$ cat config.mk
export PLATFORM = sky130hd
export DESIGN_NAME = masku_result_packer
export DESIGN_NICKNAME = d
export VERILOG_FILES = /design/src/rtl/masku_result_packer.sv
export SDC_FILE = /design/constraint.sdc
export NUM_CORES = 1
export LEC_CHECK = 0
export CAP_MARGIN = 10
export CELL_PAD_IN_SITES_DETAIL_PLACEMENT = 2
export CELL_PAD_IN_SITES_GLOBAL_PLACEMENT = 2
export CORE_UTILIZATION = 30
export DETAILED_ROUTE_END_ITERATION = 8
export GPL_ROUTABILITY_DRIVEN = 0
export GPL_TIMING_DRIVEN = 1
export PLACE_DENSITY = 0.87
export SYNTH_ARGS = -nofsm -noshare
export SYNTH_HDL_FRONTEND = slang
export SYNTH_SLANG_ARGS = --single-unit
$ cat constraint.sdc
create_clock -name clk_i -period 13.5 [get_ports clk_i]
set_input_delay 2.025 -clock clk_i [delete_from_list [all_inputs] [get_ports clk_i]]
set_output_delay 2.025 -clock clk_i [all_outputs]
set_load 0.03 [all_outputs]
$ cat src/rtl/masku_result_packer.sv
// rtl/masku_result_packer.sv - packs compressed mask-unit result bits into VRF mask words
//
// Purpose: accumulates per-beat compressed compare/carry bits (one bit per
// element, already placed at the current bit pointer) into a DW-bit mask word,
// feeds the pointer back to the compressor, and emits finished words with
// byte enables over a valid/ready handshake.
//
// Ports:
//   clk_i, rst_i          clock, asynchronous active-high reset
//   start_valid_i/ready_o new instruction handshake (vl_i, eew_vs2_i sampled)
//   beat_valid_i/ready_o  compressed beat handshake, beat_bits_i payload
//   vrf_pnt_o             current bit pointer into the word being packed
//   res_valid_o/ready_i   packed word handshake
//   res_data_o, res_be_o  packed mask word and its byte enables
//   res_last_o            final word of the instruction
//
// Optional: define MASKU_PACK_TAIL_AGNOSTIC_EN to fill the tail of the final
// word with ones and enable every byte of it.
module masku_result_packer #(
  parameter int unsigned NrLanes = 4,
  parameter int unsigned ELEN    = 64,
  parameter int unsigned VLEN    = 1024,
  localparam int unsigned DW     = NrLanes * ELEN,
  localparam int unsigned VlW    = $clog2(VLEN) + 1,
  localparam int unsigned PW     = $clog2(DW) + 1
) (
  input  logic              clk_i,
  input  logic              rst_i,
  input  logic              start_valid_i,
  output logic              start_ready_o,
  input  logic [VlW-1:0]    vl_i,
  input  logic [1:0]        eew_vs2_i,
  input  logic              beat_valid_i,
  output logic              beat_ready_o,
  input  logic [DW-1:0]     beat_bits_i,
  output logic [PW-1:0]     vrf_pnt_o,
  output logic              res_valid_o,
  input  logic              res_ready_i,
  output logic [DW-1:0]     res_data_o,
  output logic [DW/8-1:0]   res_be_o,
  output logic              res_last_o
);

  localparam int unsigned ELENB = ELEN / 8;
  localparam int unsigned NMAX  = NrLanes * ELENB;
  localparam int unsigned NW    = $clog2(NMAX) + 1;
  localparam logic [PW-1:0] PNT_FULL = PW'(DW);

  typedef enum logic [1:0] {
    IDLE  = 2'd0,
    ACCUM = 2'd1,
    EMIT  = 2'd2
  } state_e;

  state_e           state_q, state_d;
  logic [DW-1:0]    acc_q, acc_d;
  logic [PW-1:0]    pnt_q, pnt_d;
  logic [VlW-1:0]   rem_q, rem_d;
  logic [1:0]       eew_q, eew_d;

  logic [NW-1:0]    n_elem;
  logic [NW-1:0]    n_eff;
  logic [PW-1:0]    pnt_add;
  logic [VlW-1:0]   rem_sub;
  logic [DW-1:0]    win_mask;
  logic [DW-1:0]    tail_mask;
  logic [DW/8-1:0]  be_written;
  logic             is_last;

  // Elements per beat shrink with wider source elements.
  assign n_elem  = NW'(NMAX >> eew_q);
  assign pnt_add = pnt_q + PW'(n_eff);
  assign rem_sub = rem_q - VlW'(n_eff);
  assign is_last = (rem_q == '0);

  always_comb begin
    n_eff = n_elem;
    if (rem_q < VlW'(n_elem)) begin
      n_eff = NW'(rem_q);
    end
  end

  // Bit-granular masks derived from the pointer: the write window of the
  // current beat, the unwritten tail, and bytes touched by written bits.
  always_comb begin
    win_mask   = '0;
    tail_mask  = '0;
    be_written = '0;
    for (int i = 0; i < int'(DW); i++) begin
      win_mask[i]  = (i >= int'(pnt_q)) && (i < int'(pnt_q) + int'(n_eff));
      tail_mask[i] = (i >= int'(pnt_q));
    end
    for (int k = 0; k < int'(DW / 8); k++) begin
      be_written[k] = (int'(pnt_q) > 8 * k);
    end
  end

  always_comb begin
    state_d = state_q;
    acc_d   = acc_q;
    pnt_d   = pnt_q;
    rem_d   = rem_q;
    eew_d   = eew_q;
    case (state_q)
      IDLE: begin
        if (start_valid_i) begin
          eew_d = eew_vs2_i;
          rem_d = vl_i;
          pnt_d = '0;
          acc_d = '0;
          if (vl_i != '0) begin
            state_d = ACCUM;
          end
        end
      end
      ACCUM: begin
        if (beat_valid_i) begin
          acc_d = (acc_q & ~win_mask) | (beat_bits_i & win_mask);
          pnt_d = pnt_add;
          rem_d = rem_sub;
          if ((pnt_add == PNT_FULL) || (rem_sub == '0)) begin
            state_d = EMIT;
          end
        end
      end
      EMIT: begin
        if (res_ready_i) begin
          acc_d   = '0;
          pnt_d   = '0;
          state_d = is_last ? IDLE : ACCUM;
        end
      end
      default: begin
        state_d = IDLE;
      end
    endcase
  end

  always_ff @(posedge clk_i or posedge rst_i) begin
    if (rst_i) begin
      state_q <= IDLE;
      acc_q   <= '0;
      pnt_q   <= '0;
      rem_q   <= '0;
      eew_q   <= '0;
    end else begin
      state_q <= state_d;
      acc_q   <= acc_d;
      pnt_q   <= pnt_d;
      rem_q   <= rem_d;
      eew_q   <= eew_d;
    end
  end

  // Outputs are pure decodes of registered state.
  always_comb begin
    start_ready_o = (state_q == IDLE);
    beat_ready_o  = (state_q == ACCUM);
    vrf_pnt_o     = pnt_q;
    res_valid_o   = 1'b0;
    res_data_o    = '0;
    res_be_o      = '0;
    res_last_o    = 1'b0;
    if (state_q == EMIT) begin
      res_valid_o = 1'b1;
      res_last_o  = is_last;
`ifdef MASKU_PACK_TAIL_AGNOSTIC_EN
      res_data_o  = is_last ? (acc_q | tail_mask) : acc_q;
      res_be_o    = is_last ? '1 : be_written;
`else
      res_data_o  = acc_q;
      res_be_o    = be_written;
`endif
    end
  end

endmodule
==> impl_metrics.toml <==
[status]
status = "finished, violations left"
failed_checks = "design-rule violations, max-capacitance violations, max-slew violations"

[timing]
fmax_ghz = 0.148
setup_tns_ns = 0
tightestPinTransition_ns = 1.53
slew-limit-headroom_pct = -2.13
finalSetupViolCount = 0
rsz0062_at_grt = "false"
hold_viol_final = 0
skew_ns = 0.0499
fin_crit_sh_pct = 50.1
report.final.slew_viol_count = 8
finalCriticalPeriod_ns = 6.76

[clock_network]
cts_max_level = 2
clock-sinks = 280
cts_buffers = 38
cts_buffer_depth = 3
cts_tree = "yes"
cts_setup_buffers = 0
clkSlewWorstSetupHoldPaths_ns = 0.06
hold_buffers = 0
ctsResizeCount = 0
clk_latency_ns = 0.63
cts-root-buf = "clkbuf_16"

[global_route]
grt_max_degree = 139
grt_pass1_wl_um = 220000
grt_pass1_vias = 30400
gr-usage-all-layers_pct = 39.8
grt_remaining_overflow = 0
antenna_found_initial = 17

[synth]
synthArstFlopShare_pct = 100
synth.cell_area_um2 = 22500
synth-seq-cells = 280
avgSynthCellArea_um2 = 7.65
synth_ff_type = "dfrtp_1"
yosysUniqueCellTypes = 101
yosysWarnings = 0
synth_edf_count = 0
syn_inst = 2938
synth.net_count = 3228
yosysSeqAreaShare_pct = 31.2

[setup_path]
crit_path_start_kind = "flip-flop"
path_class = "reg2reg"
slowest_stage = "o32a_2"
worst-path-buf-inv = 3
cp-end-kind = "flip-flop"
cp_slowest_stage_delay_ns = 0.95
critical_path.top_delay_family = "compound AO/OA/AOI/OAI gates"
cp.arrival_ns = 7.24
path_cells = "or4_1, or3_4, nor2_1, and2_1, ha_1, inv_1, fa_1, and2b_1, o2111ai_1, a21oi_1, o32a_2, buf_4, o2111ai_1, buf_4, o311ai_0, nand3_1"
path_max_fanout = 44
worstPathRequired_ns = 13.99

[pwr]
power_density_nw_per_um2 = 317
leakagePower_nw = 11.6
p_comb_share_pct = 74.2
pwr-share-seq_pct = 15.1
p_sw_w = 0.00621
swShare_pct = 64.7
p_int_w = 0.00339
p_clk_share_pct = 10.8
peakVddDrop_mv = 0.199

[routing]
vias = 30000
drt_wl_total_um = 156000
drcViolationCount = 87
wire_per_inst_um = 36.0
ant_nets = 0
drtIter0Drc = 4619
routed_via_density = 6.91
drt_pass1_iterations = 9

[floorplanning]
io_pins = 575
coreArea_um2 = 73600
die_w_um = 276
dieHeight_um = 276
rows = 99
start_util_pct = 30.5
die-area_um2 = 76000

[placement]
place_hpwl_um = 112000
io_buffers = 574
dp.cells = 4263

[layout]
nNetsFinal = 3637
final_cell_mix = "574 x clkdlybuf4s50_1, 407 x nand2_1, 280 x dfrtp_1"
layout.cells.non_filler = 4342
num-fill-cells = 8252
synthToLayoutAreaGrowth_pct = 34.7
final_common_cell = "clkdlybuf4s50_1"
drive_gt1_share_pct = 7.00

[hold_path]
hp-class = "reg2reg"

[flow_run]
maxCapViolations = 1
==> stage by stage <==
step / hold slack [ns] / total power [W] / util (%) / cell area, um2 / setup WS (ns)
after global placement: 0.466 / 0.00770 / 39.4 / 29000 / 7.21
after global routing: 0.504 / 0.00965 / 41.1 / 30300 / 6.49
after CTS: 0.492 / 0.00898 / 41.0 / 30200 / 6.96
final: 0.487 / 0.00960 / 41.2 / 30300 / 6.74
after detailed placement: 0.478 / 0.00790 / 39.4 / 29000 / 6.97
after floorplan: 0.456 / 0.00507 / - / 22500 / 3.75
==> worst reg2reg max path: stages (launching register included) <==
cell	delay, ns
dfrtp_1	0.42
or4_1	0.57
or3_4	0.36
nor2_1	0.57
and2_1	0.22
ha_1	0.22
inv_1	0.08
fa_1	0.44
and2b_1	0.28
o2111ai_1	0.27
a21oi_1	0.50
o32a_2	0.95
buf_4	0.63
o2111ai_1	0.34
buf_4	0.31
o311ai_0	0.38
nand3_1	0.12
==> sequential cells by signal, indices dropped and copies added (netlist names) <==
| signal | count |
|---|---|
| eew_q | 2 |
| vrf_pnt_o | 9 |
| state_q | 2 |
| rem_q | 11 |
| acc_q | 256 |
==> per-layer routing <==
layer	up-vias	GRT usage (%)	wire length [um]
met3	794	18.0	20300
li1	11900	-	-
met4	26	26.8	13100
met1	15000	45.5	55600
met5	-	2.51	384
met2	2315	59.1	66800
==> Yosys cell counts (20+ instances only) <==
| cell type | instances | share of area (%) |
|---|---|---|
| nand2_1 | 409 | 6.8 |
| dfrtp_1 | 280 | 31 |
| and2_1 | 220 | 6.1 |
| clkbuf_1 | 211 | 3.5 |
| nor2_1 | 195 | 3.3 |
| a21oi_1 | 179 | 4.0 |
| o21ai_0 | 158 | 3.5 |
| o211ai_1 | 122 | 4.1 |
| nand3_1 | 103 | 2.3 |
| nand4_1 | 84 | 2.3 |
| inv_1 | 71 | 1.2 |
| a211o_1 | 69 | 2.7 |
| a31oi_1 | 64 | 1.8 |
| buf_2 | 52 | 1.2 |
| nor4_1 | 52 | 1.4 |
| a32o_1 | 47 | 2.1 |
| o311ai_0 | 43 | 1.7 |
| a41oi_1 | 38 | 1.5 |
| nor3_1 | 34 | 0.76 |
| or4_1 | 34 | 1.1 |
| or3_1 | 26 | 0.72 |
| a21o_1 | 23 | 0.77 |
| a211oi_1 | 21 | 0.70 |
| o22ai_1 | 20 | 0.56 |
==> cells by family after synthesis <==
logic type	Yosys count	share of synthesized area, %
compound gates	1015	32.6
buf+inv	366	6.70
xor+xnor	7	0.273
simple gates	1245	27.9
flops	280	31.2
fa+ha+maj	16	0.924
other cells	1	0.0167
mux	8	0.373
==> final cells by class <==
cell class	count	area [um2]	share of cell area, %
multi-input combinational	2292	14100	46.7
sequential	280	7010	23.1
timing repair buffer	662	6440	21.3
tap	959	1200	3.96
clock buffer	56	1120	3.70
inverter	73	284	0.938
clock inverter	10	73.8	0.244
antenna	10	25.0	0.0826
==> path summary, 6_finish.rpt <==
check,from,endpoint,slack (ns),cells past startpoint
max,rem_q[9],acc_q[244],6.74,16
min,acc_q[133],acc_q[133],0.49,1
max reg2reg,rem_q[9],acc_q[244],6.74,16
min reg2reg,acc_q[133],acc_q[133],0.49,1
max in group asynchronous,rst_i,acc_q[145],9.93,3
min in group asynchronous,rst_i,acc_q[22],1.92,2
==> power by group through the flow <==
stage	Combinational [W]	Sequential, W	Clock (W)
after floorplan	0.00375	0.00132	0
after detailed placement	0.00645	0.00145	0
after global routing	0.00712	0.00147	0.00106
after CTS	0.00652	0.00144	0.00103
final	0.00712	0.00145	0.00103
after global placement	0.00628	0.00142	0
No activity file was read; power rests on OpenSTA's default activity.
